$ cat config.mk
export PLATFORM = sky130hd
export DESIGN_NAME = udma_uart_rx_buf
export DESIGN_NICKNAME = d
export VERILOG_FILES = /design/src/rtl/udma_uart_rx_buf.sv
export SDC_FILE = /design/constraint.sdc
export NUM_CORES = 1
export LEC_CHECK = 0
export ABC_CLOCK_PERIOD_IN_PS = 4190
export CAP_MARGIN = 20
export CORE_MARGIN = 2
export CORE_UTILIZATION = 63
export CTS_CLUSTER_DIAMETER = 200
export DETAILED_ROUTE_END_ITERATION = 8
export GPL_TIMING_DRIVEN = 0
export PLACE_DENSITY = 0.89
export SYNTH_ARGS = -nofsm -noshare
export SYNTH_HDL_FRONTEND = slang
export SYNTH_SLANG_ARGS = --single-unit
$ cat constraint.sdc
create_clock -name periph_clk_i -period 4.19 [get_ports periph_clk_i]
set_input_delay 0.838 -clock periph_clk_i [delete_from_list [all_inputs] [get_ports periph_clk_i]]
set_output_delay 0.838 -clock periph_clk_i [all_outputs]
set_load 0.02 [all_outputs]
$ cat src/rtl/udma_uart_rx_buf.sv
// udma_uart_rx_buf: buffered UART receiver with a runtime frame format, a baud divider and a show-ahead RX FIFO.
// The optional idle-timeout event is built only when UDMA_UART_RX_TIMEOUT_EN is defined.
module udma_uart_rx_buf #(
  parameter int FIFO_DEPTH  = 8,
  parameter int DIV_WIDTH   = 16,
  parameter int SYNC_STAGES = 2,
  localparam int LVL_W = $clog2(FIFO_DEPTH) + 1
) (
  input  logic                 periph_clk_i,
  input  logic                 rstn_i,
  input  logic                 cfg_en_i,
  input  logic [DIV_WIDTH-1:0] cfg_div_i,
  input  logic [1:0]           cfg_bits_i,
  input  logic                 cfg_parity_en_i,
  input  logic                 cfg_parity_odd_i,
  input  logic                 cfg_stop2_i,
  input  logic [7:0]           cfg_timeout_i,
  input  logic                 uart_rx_i,
  output logic [7:0]           data_o,
  output logic                 valid_o,
  input  logic                 ready_i,
  output logic [LVL_W-1:0]     fifo_level_o,
  output logic                 rx_char_event_o,
  output logic                 err_parity_o,
  output logic                 err_frame_o,
  output logic                 err_overflow_o,
  output logic                 timeout_event_o
);

  // state  | meaning
  // IDLE   | line idle, waiting for a synchronised falling edge
  // START  | waiting for the mid-bit start sample
  // DATA   | shifting in data bits, LSB first
  // PARITY | checking the parity bit
  // STOP   | sampling one or two stop bits
  typedef enum logic [2:0] {IDLE, START, DATA, PARITY, STOP} state_e;

  localparam int PTR_W = LVL_W - 1;

  state_e               state_q, state_d;
  logic [SYNC_STAGES-1:0] sync_q;
  logic                 rx_prev_q;
  logic                 rx_s, fall;
  logic [DIV_WIDTH-1:0] cnt_q, cnt_d, div_q, div_d;
  logic [1:0]           bits_q, bits_d;
  logic                 par_en_q, par_en_d, par_odd_q, par_odd_d, stop2_q, stop2_d;
  logic [2:0]           bit_idx_q, bit_idx_d;
  logic                 stop_idx_q, stop_idx_d;
  logic [7:0]           shift_q, shift_d;
  logic                 par_err_q, par_err_d, frm_err_q, frm_err_d;
  logic                 sample, frame_done;

  logic [7:0]           mem_q [FIFO_DEPTH];
  logic [PTR_W-1:0]     wptr_q, rptr_q;
  logic [LVL_W-1:0]     level_q;
  logic                 full, pop, push, good;
  logic                 char_q, perr_q, ferr_q, ovf_q;

  assign rx_s = sync_q[SYNC_STAGES-1];
  assign fall = rx_prev_q & ~rx_s;

  always_ff @(posedge periph_clk_i or negedge rstn_i) begin
    if (!rstn_i) begin
      sync_q    <= '1;
      rx_prev_q <= 1'b1;
    end else begin
      sync_q    <= {sync_q[SYNC_STAGES-2:0], uart_rx_i};
      rx_prev_q <= rx_s;
    end
  end

  always_ff @(posedge periph_clk_i or negedge rstn_i) begin
    if (!rstn_i) begin
      state_q    <= IDLE;
      cnt_q      <= '0;
      div_q      <= '0;
      bits_q     <= '0;
      par_en_q   <= 1'b0;
      par_odd_q  <= 1'b0;
      stop2_q    <= 1'b0;
      bit_idx_q  <= '0;
      stop_idx_q <= 1'b0;
      shift_q    <= '0;
      par_err_q  <= 1'b0;
      frm_err_q  <= 1'b0;
    end else begin
      state_q    <= state_d;
      cnt_q      <= cnt_d;
      div_q      <= div_d;
      bits_q     <= bits_d;
      par_en_q   <= par_en_d;
      par_odd_q  <= par_odd_d;
      stop2_q    <= stop2_d;
      bit_idx_q  <= bit_idx_d;
      stop_idx_q <= stop_idx_d;
      shift_q    <= shift_d;
      par_err_q  <= par_err_d;
      frm_err_q  <= frm_err_d;
    end
  end

  always_comb begin
    state_d    = state_q;
    cnt_d      = cnt_q;
    div_d      = div_q;
    bits_d     = bits_q;
    par_en_d   = par_en_q;
    par_odd_d  = par_odd_q;
    stop2_d    = stop2_q;
    bit_idx_d  = bit_idx_q;
    stop_idx_d = stop_idx_q;
    shift_d    = shift_q;
    par_err_d  = par_err_q;
    frm_err_d  = frm_err_q;
    frame_done = 1'b0;
    sample     = (cnt_q == '0);

    if (state_q != IDLE) begin
      cnt_d = sample ? div_q : cnt_q - DIV_WIDTH'(1);
    end

    case (state_q)
      IDLE: begin
        if (cfg_en_i && fall) begin
          // Frame format is frozen here so mid-frame cfg writes cannot corrupt it.
          state_d    = START;
          div_d      = cfg_div_i;
          cnt_d      = cfg_div_i >> 1;
          bits_d     = cfg_bits_i;
          par_en_d   = cfg_parity_en_i;
          par_odd_d  = cfg_parity_odd_i;
          stop2_d    = cfg_stop2_i;
          bit_idx_d  = '0;
          stop_idx_d = 1'b0;
          shift_d    = '0;
          par_err_d  = 1'b0;
          frm_err_d  = 1'b0;
        end
      end
      START: begin
        if (sample) state_d = rx_s ? IDLE : DATA;
      end
      DATA: begin
        if (sample) begin
          shift_d[bit_idx_q] = rx_s;
          if (bit_idx_q == ({1'b0, bits_q} + 3'd4)) begin
            state_d = par_en_q ? PARITY : STOP;
          end else begin
            bit_idx_d = bit_idx_q + 3'd1;
          end
        end
      end
      PARITY: begin
        if (sample) begin
          if ((^shift_q ^ rx_s) != par_odd_q) par_err_d = 1'b1;
          state_d = STOP;
        end
      end
      STOP: begin
        if (sample) begin
          if (!rx_s) frm_err_d = 1'b1;
          if (stop2_q && !stop_idx_q) begin
            stop_idx_d = 1'b1;
          end else begin
            state_d    = IDLE;
            frame_done = 1'b1;
          end
        end
      end
      default: state_d = IDLE;
    endcase

    if (!cfg_en_i) begin
      state_d    = IDLE;
      frame_done = 1'b0;
    end
  end

  // Frame outcome priority: frame error, then parity error, then overflow.
  assign valid_o = (level_q != '0);
  assign full    = (level_q == LVL_W'(FIFO_DEPTH));
  assign pop     = valid_o & ready_i;
  assign good    = frame_done & ~frm_err_d & ~par_err_q;
  assign push    = good & (~full | pop);

  always_ff @(posedge periph_clk_i or negedge rstn_i) begin
    if (!rstn_i) begin
      char_q <= 1'b0;
      perr_q <= 1'b0;
      ferr_q <= 1'b0;
      ovf_q  <= 1'b0;
    end else begin
      char_q <= push;
      perr_q <= frame_done & ~frm_err_d & par_err_q;
      ferr_q <= frame_done & frm_err_d;
      ovf_q  <= good & full & ~pop;
    end
  end

  always_ff @(posedge periph_clk_i) begin
    if (push) mem_q[wptr_q] <= shift_q;
  end

  always_ff @(posedge periph_clk_i or negedge rstn_i) begin
    if (!rstn_i) begin
      wptr_q  <= '0;
      rptr_q  <= '0;
      level_q <= '0;
    end else begin
      if (push) wptr_q <= wptr_q + PTR_W'(1);
      if (pop)  rptr_q <= rptr_q + PTR_W'(1);
      level_q <= level_q + LVL_W'(push) - LVL_W'(pop);
    end
  end

  assign data_o          = valid_o ? mem_q[rptr_q] : 8'h00;
  assign fifo_level_o    = level_q;
  assign rx_char_event_o = char_q;
  assign err_parity_o    = perr_q;
  assign err_frame_o     = ferr_q;
  assign err_overflow_o  = ovf_q;

`ifdef UDMA_UART_RX_TIMEOUT_EN
  logic [DIV_WIDTH-1:0] tdiv_q;
  logic [7:0]           tcnt_q;
  logic                 to_q;
  logic                 tclr, tick;

  assign tclr = (state_q == IDLE && cfg_en_i && fall) | push | ~valid_o;
  assign tick = (state_q == IDLE) && (tdiv_q == cfg_div_i);

  // Counts whole bit periods of line idle; saturates so it fires once per arm.
  always_ff @(posedge periph_clk_i or negedge rstn_i) begin
    if (!rstn_i) begin
      tdiv_q <= '0;
      tcnt_q <= '0;
      to_q   <= 1'b0;
    end else if (tclr) begin
      tdiv_q <= '0;
      tcnt_q <= '0;
      to_q   <= 1'b0;
    end else begin
      to_q <= 1'b0;
      if (state_q == IDLE) begin
        if (tick) begin
          tdiv_q <= '0;
          if (tcnt_q != 8'hFF) tcnt_q <= tcnt_q + 8'd1;
          if (cfg_timeout_i != 8'd0 && (tcnt_q + 8'd1) == cfg_timeout_i) to_q <= 1'b1;
        end else begin
          tdiv_q <= tdiv_q + DIV_WIDTH'(1);
        end
      end
    end
  end

  assign timeout_event_o = to_q;
`else
  logic unused_timeout;
  assign unused_timeout  = ^cfg_timeout_i;
  assign timeout_event_o = 1'b0;
`endif

endmodule
==> results.json <==
{
  "layout_common_cells": "nand2_1, dfrtp_1, edfxtp_1, clkdlybuf4s50_1, mux2i_1",
  "ant_nets": 0,
  "wire_per_inst_um": 19.1,
  "diodes": 0,
  "synth.area.mux_share_pct": 10.8,
  "setup_viol": 0,
  "clock.fmax_mhz": 248,
  "rsz0062_at_grt": "false",
  "clockBufferDepth": 2,
  "cp_max_fo": 10,
  "drv_cap": 0,
  "slew_viol_final": 0,
  "viasPerCell": 5.86,
  "place.gp.congestion": 0.877,
  "avgSynthCellArea_um2": 12.3,
  "required_ns": 3.35,
  "crit_buf_inv": 3,
  "synth_edf_count": 64,
  "pwr_density_cell_mw_per_mm2": 649,
  "yosys_most_used_dff": "dfrtp_1",
  "start_util_pct": 64.7,
  "grt_max_degree": 72,
  "async_reset_ff_share_pct": 52.6,
  "synthSimpleGateAreaFrac_pct": 15.0,
  "finClkSkew_ns": 0.00919,
  "path_cells": "buf_1 -> clkbuf_1 -> mux4_2 -> mux2i_1 -> nor2_1 -> clkdlybuf4s50_1",
  "hp-class": "reg2reg",
  "ys_types": 63,
  "postCtsSetupBuffers": 0,
  "hold_viol_final": 0,
  "p_seq_share_pct": 36.4,
  "final_common_cell": "nand2_1",
  "core_mm2": 0.00977,
  "synth.net_count": 559,
  "slowest_stage": "clkdlybuf4s50_1",
  "dp_hpwl_mm": 8.85,
  "cts_tree": "done",
  "synth_compound_area_share_pct": 6.88,
  "slowest_delay_ns": 0.59,
  "grt_pass1_wl_mm": 22.4,
  "route.detailed.drc": 0,
  "hold_buffers": 0,
  "drive_above_1_share_pct": 13.5,
  "pin_count": 52,
  "critical-path-top-delay-family": "buffers and inverters",
  "detail_route.wirelength_mm": 13.8,
  "antenna_found_initial": 0,
  "port_buffers": 41,
  "status": "completed",
  "root_buffer": "clkbuf_8",
  "post-place-ws_ns": 0.790,
  "crit_type": "reg2out",
  "track_usage_pct": 27.3,
  "end_kind": "output pin",
  "cell_internal_pwr_mw": 3.29,
  "clkSinkCount": 135,
  "firstDrtPassIters": 5,
  "ir_drop_mv": 0.331,
  "critical_path_arrival_ns": 3.20,
  "ys_ff_latch": 135,
  "syn_inst": 514,
  "die-height_um": 104,
  "num_vias": 4250,
  "seqCellArea_mm2": 0.00370,
  "setup_ws_ns": 0.152,
  "p_sw_mw": 1.61,
  "numCtsBuffers": 17,
  "multi_input_area_mm2": 0.00245,
  "syn_to_final_growth_pct": 19.3,
  "synth-adder-area-share_pct": 2.29,
  "relSlewSlack_pct": 33.1,
  "placementRows": 36,
  "holdWs_ns": 0.364,
  "clkSlewWorstSetupHoldPaths_ns": 0.06,
  "drtIter0Drc": 364,
  "seq_area_frac_synth_pct": 58.5,
  "swShare_pct": 32.8,
  "tightest_slew_ns": 0.996,
  "grt.overflow.total": 0,
  "dieWidth_um": 104,
  "p_clk_share_pct": 31.3,
  "leakage_nw": 3.18,
  "fin_crit_ns": 4.04,
  "clk_latency_ns": 0.52,
  "synth_xor_area_share_pct": 3.68,
  "power_frac_comb_pct": 32.3,
  "fin_crit_sh_pct": 96.4,
  "synth_top_family_by_area": "simple AND/OR/NAND/NOR gates",
  "h-tree-depth": 4,
  "num-nets-final": 625,
  "first_global_vias": 4414,
  "syn_area_mm2": 0.00633,
  "ys_warn_count": 0,
  "fillers": 623,
  "cts_resized": 0,
  "critPathLaunchType": "register",
  "design.die.area_mm2": 0.0109
}
[worst register-to-register path, delay by kind of cell, from the launching register on]
family | cells | cell delay [ns]
fa+ha+maj | 1 | 0.19
buf+inv | 3 | 0.56
flops | 1 | 0.42
simple gates | 5 | 1.77
[per-layer routing]
| metal | part of all wire (%) | GRT usage [%] | wire length, um | up-vias |
|---|---|---|---|---|
| li1 | - | - | - | 1983 |
| met1 | 38 | 31.2 | 5310 | 2081 |
| met2 | 55 | 48.6 | 7550 | 160 |
| met3 | 4.9 | 6.27 | 674 | 26 |
| met4 | 2.0 | 12.5 | 281 | 0 |
| met5 | 0 | 0 | 0 | - |
[path summary, 6_finish.rpt]
| kind | start | to | slack [ns] | depth (start not counted) |
|---|---|---|---|---|
| max in group asynchronous | rstn_i | rptr_q[2] | 3.17 | 1 |
| hold reg to reg | sync_q[0] | sync_q[1] | 0.36 | 0 |
| hold / removal | sync_q[0] | sync_q[1] | 0.36 | 0 |
| setup / recovery | rptr_q[1] | data_o[1] | 0.15 | 6 |
| min in group asynchronous | rstn_i | div_q[8] | 0.42 | 1 |
| setup reg to reg | cnt_q[0] | mem_q[5][7] | 0.97 | 9 |
[flip-flops by register name, summed over array words and instances (netlist names), 2 cells and up]
| signal | count |
|---|---|
| mem_q | 64 |
| cnt_q | 16 |
| div_q | 16 |
| shift_q | 8 |
| fifo_level_o | 4 |
| bit_idx_q | 3 |
| rptr_q | 3 |
| state_q | 3 |
| wptr_q | 3 |
| bits_q | 2 |
| sync_q | 2 |
[metrics by stage]
step | total power, mW | setup TNS (ns) | cells | util, % | area (um^2)
after detailed placement | 3.36 | 0 | 692 | 70.9 | 6930
after CTS | 4.92 | 0 | 723 | 77.2 | 7540
after floorplan | 2.87 | 0 | 514 | - | 6330
after global routing | 5.14 | 0 | 725 | 77.3 | 7550
final | 4.90 | 0 | 725 | 77.3 | 7550
after global placement | 3.27 | -5.62 | 688 | 70.6 | 6910
[power by group through the flow]
stage / Clock [mW] / Sequential (mW) / Combinational [mW]
floorplan: 0 / 1.78 / 1.09
global placement: 0 / 1.79 / 1.48
detailed placement: 0 / 1.81 / 1.55
CTS: 1.55 / 1.79 / 1.59
global route: 1.62 / 1.81 / 1.72
finish: 1.53 / 1.79 / 1.58
[cells by family after synthesis]
logic type	count (synthesis)
buffers and inverters	42
other	1
adders and majority gates	11
muxes	48
DFF	135
xor gates and xnor gates	25
AOI/OAI and AO/OA	66
and+or+nand+nor	186
[Yosys cell counts, types with 2 or more instances]
library cell / number / share of area [%]
buf_2: 9 / 0.71
nor3_1: 8 / 0.63
mux2i_1: 30 / 4.7
o21a_1: 4 / 0.47
and3_1: 2 / 0.20
nand2_1: 93 / 5.5
buf_4: 2 / 0.24
dfrtp_1: 68 / 27
a21o_1: 2 / 0.24
nand2b_1: 5 / 0.49
xor2_1: 6 / 0.83
a21oi_1: 6 / 0.47
or3b_2: 2 / 0.28
nand3b_1: 3 / 0.36
a32o_1: 2 / 0.32
dfstp_2: 3 / 1.2
a31oi_1: 3 / 0.30
nor2_1: 27 / 1.6
o21ai_0: 27 / 2.1
a211o_1: 3 / 0.42
o211ai_1: 4 / 0.47
edfxtp_1: 64 / 30
ha_1: 10 / 2.0
buf_1: 4 / 0.24
a211oi_1: 3 / 0.36
nor2b_1: 8 / 0.79
or3_1: 4 / 0.40
nor3b_1: 6 / 0.71
inv_1: 11 / 0.65
o22ai_1: 2 / 0.20
xnor2_1: 18 / 2.5
mux4_2: 16 / 5.7
nor4_1: 2 / 0.20
nand4b_1: 2 / 0.28
nand3_1: 11 / 0.87
clkbuf_1: 16 / 0.95
nor4_4: 2 / 0.67
[layout make-up]
| class | instances | area share, % |
|---|---|---|
| repair buffers | 47 | 5.83 |
| flip-flops and latches | 135 | 49.0 |
| well taps | 133 | 2.20 |
| clock inverters | 14 | 2.67 |
| clock buffers | 17 | 5.48 |
| plain buffers | 31 | 1.79 |
| multi-input cells | 337 | 32.4 |
| inverters | 11 | 0.547 |
(Power assumes the default switching activity.)
